$ cat src/rtl/walk_request_bank.sv
// Multi-channel walk request latch with round-robin presentation to the controller.
// Define WALK_REQ_DEBOUNCE_EN to add per-channel debounce counters.
module walk_request_bank #(
  parameter int CHANNELS = 4,
  parameter int DEBOUNCE = 3,
  parameter int ID_W     = 2
) (
  input  logic                clk,
  input  logic                sys_reset,
  input  logic [CHANNELS-1:0] walkRequest_in,
  input  logic [CHANNELS-1:0] walkRegister_reset,
  input  logic                req_ack,
  output logic [CHANNELS-1:0] walkRegister_status,
  output logic                req_valid,
  output logic [ID_W-1:0]     req_id,
  output logic [ID_W:0]       pending_count
);

  if (CHANNELS < 1 || CHANNELS > 16 ||
      DEBOUNCE < 1 || DEBOUNCE > 255 ||
      ID_W != ((CHANNELS > 1) ? $clog2(CHANNELS) : 1))
  begin : gBadParams
    $error("walk_request_bank: illegal parameters");
  end

  logic [CHANNELS-1:0] pending;
  logic [CHANNELS-1:0] armed;
  logic [CHANNELS-1:0] qualified;
  logic [CHANNELS-1:0] ackClr;
  logic [CHANNELS-1:0] pendingNext;
  logic [CHANNELS-1:0] armedNext;
  logic [ID_W-1:0]     ptr;
  logic [ID_W-1:0]     sel;
  logic [ID_W-1:0]     ptrNext;
  logic                found;
  logic                ackTake;

`ifdef WALK_REQ_DEBOUNCE_EN
  localparam logic [7:0] DbMax = 8'(DEBOUNCE);

  logic [7:0] dbCnt [CHANNELS];

  always_ff @(posedge clk) begin
    for (int i = 0; i < CHANNELS; i++) begin
      if (sys_reset || walkRegister_reset[i] ||
          !walkRequest_in[i]) begin
        dbCnt[i] <= '0;
      end else if (dbCnt[i] != DbMax) begin
        dbCnt[i] <= dbCnt[i] + 8'd1;
      end
    end
  end

  // Qualify on the edge where the count reaches DbMax.
  always_comb begin
    qualified = '0;
    for (int i = 0; i < CHANNELS; i++) begin
      qualified[i] = walkRequest_in[i] &&
                     (dbCnt[i] == DbMax - 8'd1);
    end
  end
`else
  assign qualified = walkRequest_in;
`endif

  // First pending channel at or after ptr, wrapping.
  always_comb begin
    sel   = '0;
    found = 1'b0;
    for (int k = 0; k < CHANNELS; k++) begin
      int idx;
      idx = int'(ptr) + k;
      if (idx >= CHANNELS) idx = idx - CHANNELS;
      if (!found && pending[idx]) begin
        found = 1'b1;
        sel   = ID_W'(idx);
      end
    end
  end

  assign req_valid = |pending;
  assign req_id    = sel;
  assign ackTake   = req_ack && req_valid;
  assign ptrNext   = (sel == ID_W'(CHANNELS - 1)) ?
                     '0 : sel + ID_W'(1);

  always_comb begin
    ackClr = '0;
    for (int i = 0; i < CHANNELS; i++) begin
      ackClr[i] = ackTake && (sel == ID_W'(i));
    end
  end

  // Clears beat sets; a set attempt always disarms.
  always_comb begin
    pendingNext = pending;
    armedNext   = armed;
    for (int i = 0; i < CHANNELS; i++) begin
      if (walkRegister_reset[i] || ackClr[i]) begin
        pendingNext[i] = 1'b0;
      end else if (qualified[i] && armed[i]) begin
        pendingNext[i] = 1'b1;
      end
      if (!walkRequest_in[i]) begin
        armedNext[i] = 1'b1;
      end else if (qualified[i] && armed[i]) begin
        armedNext[i] = 1'b0;
      end
    end
  end

  always_ff @(posedge clk) begin
    if (sys_reset) begin
      pending <= '0;
      armed   <= '1;
      ptr     <= '0;
    end else begin
      pending <= pendingNext;
      armed   <= armedNext;
      if (ackTake) ptr <= ptrNext;
    end
  end

  always_comb begin
    pending_count = '0;
    for (int i = 0; i < CHANNELS; i++) begin
      pending_count = pending_count +
                      (ID_W+1)'(pending[i]);
    end
  end

  assign walkRegister_status = pending;

endmodule

$ cat config.mk
export PLATFORM = sky130hd
export DESIGN_NAME = walk_request_bank
export DESIGN_NICKNAME = d
export VERILOG_FILES = /design/src/rtl/walk_request_bank.sv
export SDC_FILE = /design/constraint.sdc
export NUM_CORES = 1
export LEC_CHECK = 0
export ABC_AREA = 1
export BUFFER_PORTS_ARGS = -buffer_cell sky130_fd_sc_hd__clkbuf_2
export CAP_MARGIN = 10
export CORE_MARGIN = 2
export CORE_UTILIZATION = 52
export CTS_BUF_LIST = sky130_fd_sc_hd__clkbuf_8
export CTS_CLUSTER_DIAMETER = 200
export DETAILED_ROUTE_END_ITERATION = 8
export PLACE_DENSITY = 0.87
export SLEW_MARGIN = 15
export SYNTH_ARGS = -nofsm -noshare
export SYNTH_HDL_FRONTEND = slang
export SYNTH_SLANG_ARGS = --single-unit
$ cat constraint.sdc
create_clock -name clk -period 2.2 [get_ports clk]
set_input_delay 0.22 -clock clk [delete_from_list [all_inputs] [get_ports clk]]
set_output_delay 0.22 -clock clk [all_outputs]
set_load 0.02 [all_outputs]
Word-level counts from Yosys, hierarchy flattened
Index checks and enable logic that the tools add are counted.
Widths: inputs -> output; s select.

storage, ports and cells
  input bits = 11
  output and inout bits = 10
  logic and storage cells = 88
  register bits after elaboration = 10

operators by class
  $lt $le $gt $ge = 8
  reductions and logical operators = 29
  add/sub/neg operators = 11
  bitwise gates (word level) = 4
  mux-type cells = 24
  equality and inequality tests = 3

operators with widths
  cell                 count
  $lt 32x4->1 const B  4
  $mux 32              4
  $reduce_or 2->1      8
  $logic_and 1x1->1    12
  $sub 3x3->4 const B  3
  $mux 1               11
  $mux 2               5
  $ge 3x3->1 const B   3
  $bmux 1 s2           4
  $add 2x2->3 const B  2
  $eq 2x2->1 const B   2
  $logic_or 1x1->1     4
  $not 1->1            4
  $reduce_or 4->1      1
  $sub 2x3->4 const B  1
  $add 2x1->3          1
  $add 2x1->3 const B  1
  $add 3x1->3          1
  $ge 2x3->1 const B   1
  $logic_not 1->1      3
  $add 1x1->2          1
  $add 2x1->2 const B  1
  $eq 2x1->1 const B   1
  $logic_not 2->1      1

Depth between registers and ports, before layout
  depth after elaboration = 19
  mapped depth = 16

Least setup slack after synthesis
No wires, ideal clock.

  kind = register -> output
  start point = register pending[0] (netlist: walkRegister_status[0])
  end point = output pending_count[1]
  arrival time = 1.672 ns
  stages on the path, launching flop included = 6
  slack = 0.308 ns
  buffers on the path = 0
  cell sequence = dfxtp_1 inv_1 fa_1 inv_1 ha_1 ha_1

between the ends
  longest elaborated chain between the ends = 3

RTL lines
  item                    RTL line  RTL
  from (decl)             26        logic [CHANNELS-1:0] pending;
  from (signal assigned)  118       pending <= pendingNext;
  $add 1x1->2             127       pending_count = pending_count +
  $add 2x1->3             127
  $add 3x1->3             127
  to (decl)               16        output logic [ID_W:0] pending_count

No other way between the ends.

Worst setup path in the final report
Same ends and word-level chain as after synthesis.

==> out/qor.csv <==
stage;metric;value;unit
cts;Clock transition at path regs;0.05;ns
placed_design;I/O Buffers;20;
critical_path;worst r2r src;ptr[1]$_SDFFE_PP0P_;
power_and_ir_drop;Max VDD drop;0.479;mV
global_routing;number of global-route vias before repair;683;
cts;root buf cell;clkbuf_8;
floorplanning;Die Area;1720;sq um
critical_path;WS Path Type;reg -> out;
floorplanning;Die Width;41.4;microns
detailed_routing;DRT Wirelength;1630;microns
timing;final setup margin;0.104;ns
logic_synthesis;Mapped Cells;105;
hold_path;hold path endpoint;armed[3]$_SDFFE_PP1P_;
power_and_ir_drop;Leakage;0.509;nW
global_routing;GRT Total Usage;0.202;
floorplanning;core area;1300;sq um
logic_synthesis;Netlist Area Pre-Place;728;sq um
detailed_routing;routed via count;739;
timing;Worst-Margin Slew;0.247;ns
timing;final worst path period share;0.953;
timing;total negative setup slack;0;ns
critical_path;CP top delay family;adder cells;
logic_synthesis;Synth cell types;20;
critical_path;CP Capture Type;output port;
logic_synthesis;Seq cells post-synth;10;
timing;Final setup viols;0;
timing;clock skew after layout;0.00531;ns
floorplanning;initial cell density of the core;0.560;
layout;layout cell share with drive strength beyond 1;0.344;
timing;Slew Limit Fails;0;
global_routing;global-route wire length before repair;2700;microns
logic_synthesis;Ys Warns;0;
cts;later-pin clock latency in the skew report;0.24;ns
hold_path;Min-Delay Path Class;in -> reg;
critical_path;crit path max fanout;4;
critical_path;Setup crit start kind;register;
timing;max_slew headroom;0.835;
status;outcome;finished, final reports clean;
critical_path;Worst EP arrival;1.88;ns
critical_path;Top cell by count, worst path;ha_1;
cts;CTS max path bufs;2;
hold_path;hold depth;2;
timing;Final min period;2.10;ns
logic_synthesis;post-synth net total;124;
layout;nets@finish;148;
timing;RSZ-0062 raised after global routing;no;
detailed_routing;drt initial violations;20;
cts;CTS tree;done;
placed_design;Detailed Place HPWL;1240;microns
detailed_routing;DRC Markers;0;
run;max-cap check violation count;0;
critical_path;Critical-path top delay cell;fa_1;
critical_path;Crit path largest cell delay;0.53;ns
power_and_ir_drop;Pwr Total;0.000656;W
placed_design;RePlAce Congestion;0.828;
detailed_routing;DR vias/cell;5.17;
timing;fmax;0.477;GHz
critical_path;worst path cell trace;inv_2 -> fa_1 -> inv_1 -> ha_1 -> ha_1 -> clkbuf_2;
cts;H-tree depth;1;
global_routing;GRT Residual Overflow;0;
layout;Ant. Diodes;0;
cts;total CTS buffers;3;
power_and_ir_drop;PD cells;736;nW/um^2
floorplanning;Die Y;41.4;microns
logic_synthesis;register area share after synthesis;0.275;
logic_synthesis;Avg Synthesized Cell Area;6.94;sq um
timing;Fin. Hold Viols;0;
critical_path;CP bufs+invs;3;
cts;number of clock sinks;10;
detailed_routing;Pre-antenna DRT Iters;4;
placed_design;pre-CTS setup slack;0.190;ns
critical_path;worst path required time;1.98;ns
global_routing;largest net degree at the start of global routing;11;
hold_path;Hold Startpoint;walkRequest_in[3];
detailed_routing;routed length per instance;11.4;microns
critical_path;Reg2Reg Depth;13;
critical_path;R2R Setup Slk;0.24;ns
floorplanning;Rows;13;
critical_path;reg2reg end;ptr[1]$_SDFFE_PP0P_;
layout;Layout area overhead;22.5;%
global_routing;initial antenna violation count;0;
detailed_routing;number of antenna-violating nets in the routed design;0;
floorplanning;# IOs;21;
[cell type report]
cell class | count | area [sq um]
Multi-Input combinational cell | 77 | 448
Fill cell | 111 | 409
Sequential cell | 10 | 201
Timing Repair Buffer | 20 | 100
Inverter | 17 | 68.8
Clock buffer | 4 | 55.1
Tap cell | 15 | 18.8
[per-layer routing]
layer  part of all wire  vias to the layer above  GRT usage
met4              0.029                        0      0.123
met5                  0                        -          0
li1                   -                      374          -
met3              0.051                        7     0.0522
met2               0.51                       30      0.350
met1               0.41                      328      0.216
[cell usage in the layout (no fill, tap or decap), types with 4 or more instances in the layout]
cell      count
a21oi_1       4
clkbuf_2     20
clkbuf_8      4
dfxtp_1       9
ha_1          7
inv_1        10
inv_2         5
nand2_1      34
nand2_2      10
nand3_1      10
[synth_stat cells]
cell type	n	area, sq um
buf_6	1	11.3
dfxtp_1	10	200
nand3_1	10	50.1
a21oi_1	4	20.0
nand2_1	34	128
a21oi_2	1	8.76
o21ai_0	2	10.0
ha_1	7	87.6
o21a_1	1	7.51
nand4_1	3	18.8
inv_1	11	41.3
inv_6	1	8.76
nand2_4	1	11.3
inv_2	4	15.0
clkinv_1	1	3.75
fa_1	1	20.0
nor2_4	1	11.3
nand2_2	10	62.6
a211oi_1	1	7.51
o21ai_1	1	5.00
[worst max path at each step]
stage	slack (ns)	endpoint	depth (start not counted)	startpoint
global placement	0.29	ptr[1]$_SDFFE_PP0P_	11	ptr[0]$_SDFFE_PP0P_
global route	0.04	pending_count[1]	6	walkRegister_status[0]$_SDFFE_PP0P_
finish	0.10	pending_count[1]	6	walkRegister_status[0]$_SDFFE_PP0P_
CTS	0.06	pending_count[1]	6	walkRegister_status[0]$_SDFFE_PP0P_
floorplan	0.31	pending_count[1]	5	walkRegister_status[0]$_SDFFE_PP0P_
detailed placement	0.19	ptr[1]$_SDFFE_PP0P_	11	ptr[0]$_SDFFE_PP0P_
[state kept, by name, summed over array words and instances, names as in the netlist]
signal,count
armed,4
walkRegister_status,4
ptr,2
[worst register-to-register path, delay by kind of cell, from the launching register on]
kind / cells / cell delay [ns]
AOI/OAI and AO/OA: 2 / 0.25
buffers and inverters: 2 / 0.24
DFF: 1 / 0.38
and+or+nand+nor: 8 / 0.74
adders and majority gates: 1 / 0.23
[cell families after synthesis]
family	synth area share
compound gates	0.0808
fa+ha+maj	0.148
buf+inv	0.110
flops	0.275
simple gates	0.387
[stage by stage]
step	std cells	hold slack, ns	util	cell area (sq um)
after floorplan	105	0.290	-	728
after global placement	139	0.390	0.642	836
after detailed placement	139	0.395	0.642	836
after CTS	143	0.155	0.685	891
after global routing	143	0.160	0.686	892
final	143	0.153	0.686	892
[timing repair]
action | CTS | global route
resized for setup | 0 | 2
hold buffers | 0 | 0
buffers inserted | 0 | 0
setup endpoints to repair | 0 | 3
[report_power, final]
part / switching (W) / leakage [nW] / internal [W]
combinational: 0.000146 / 0.397 / 0.0000738
clock: 0.0000726 / 0.0288 / 0.000157
sequential: 0.0000127 / 0.0830 / 0.000194
total: 0.000231 / 0.509 / 0.000425
Note: power is estimated with default switching activity, not from simulation.
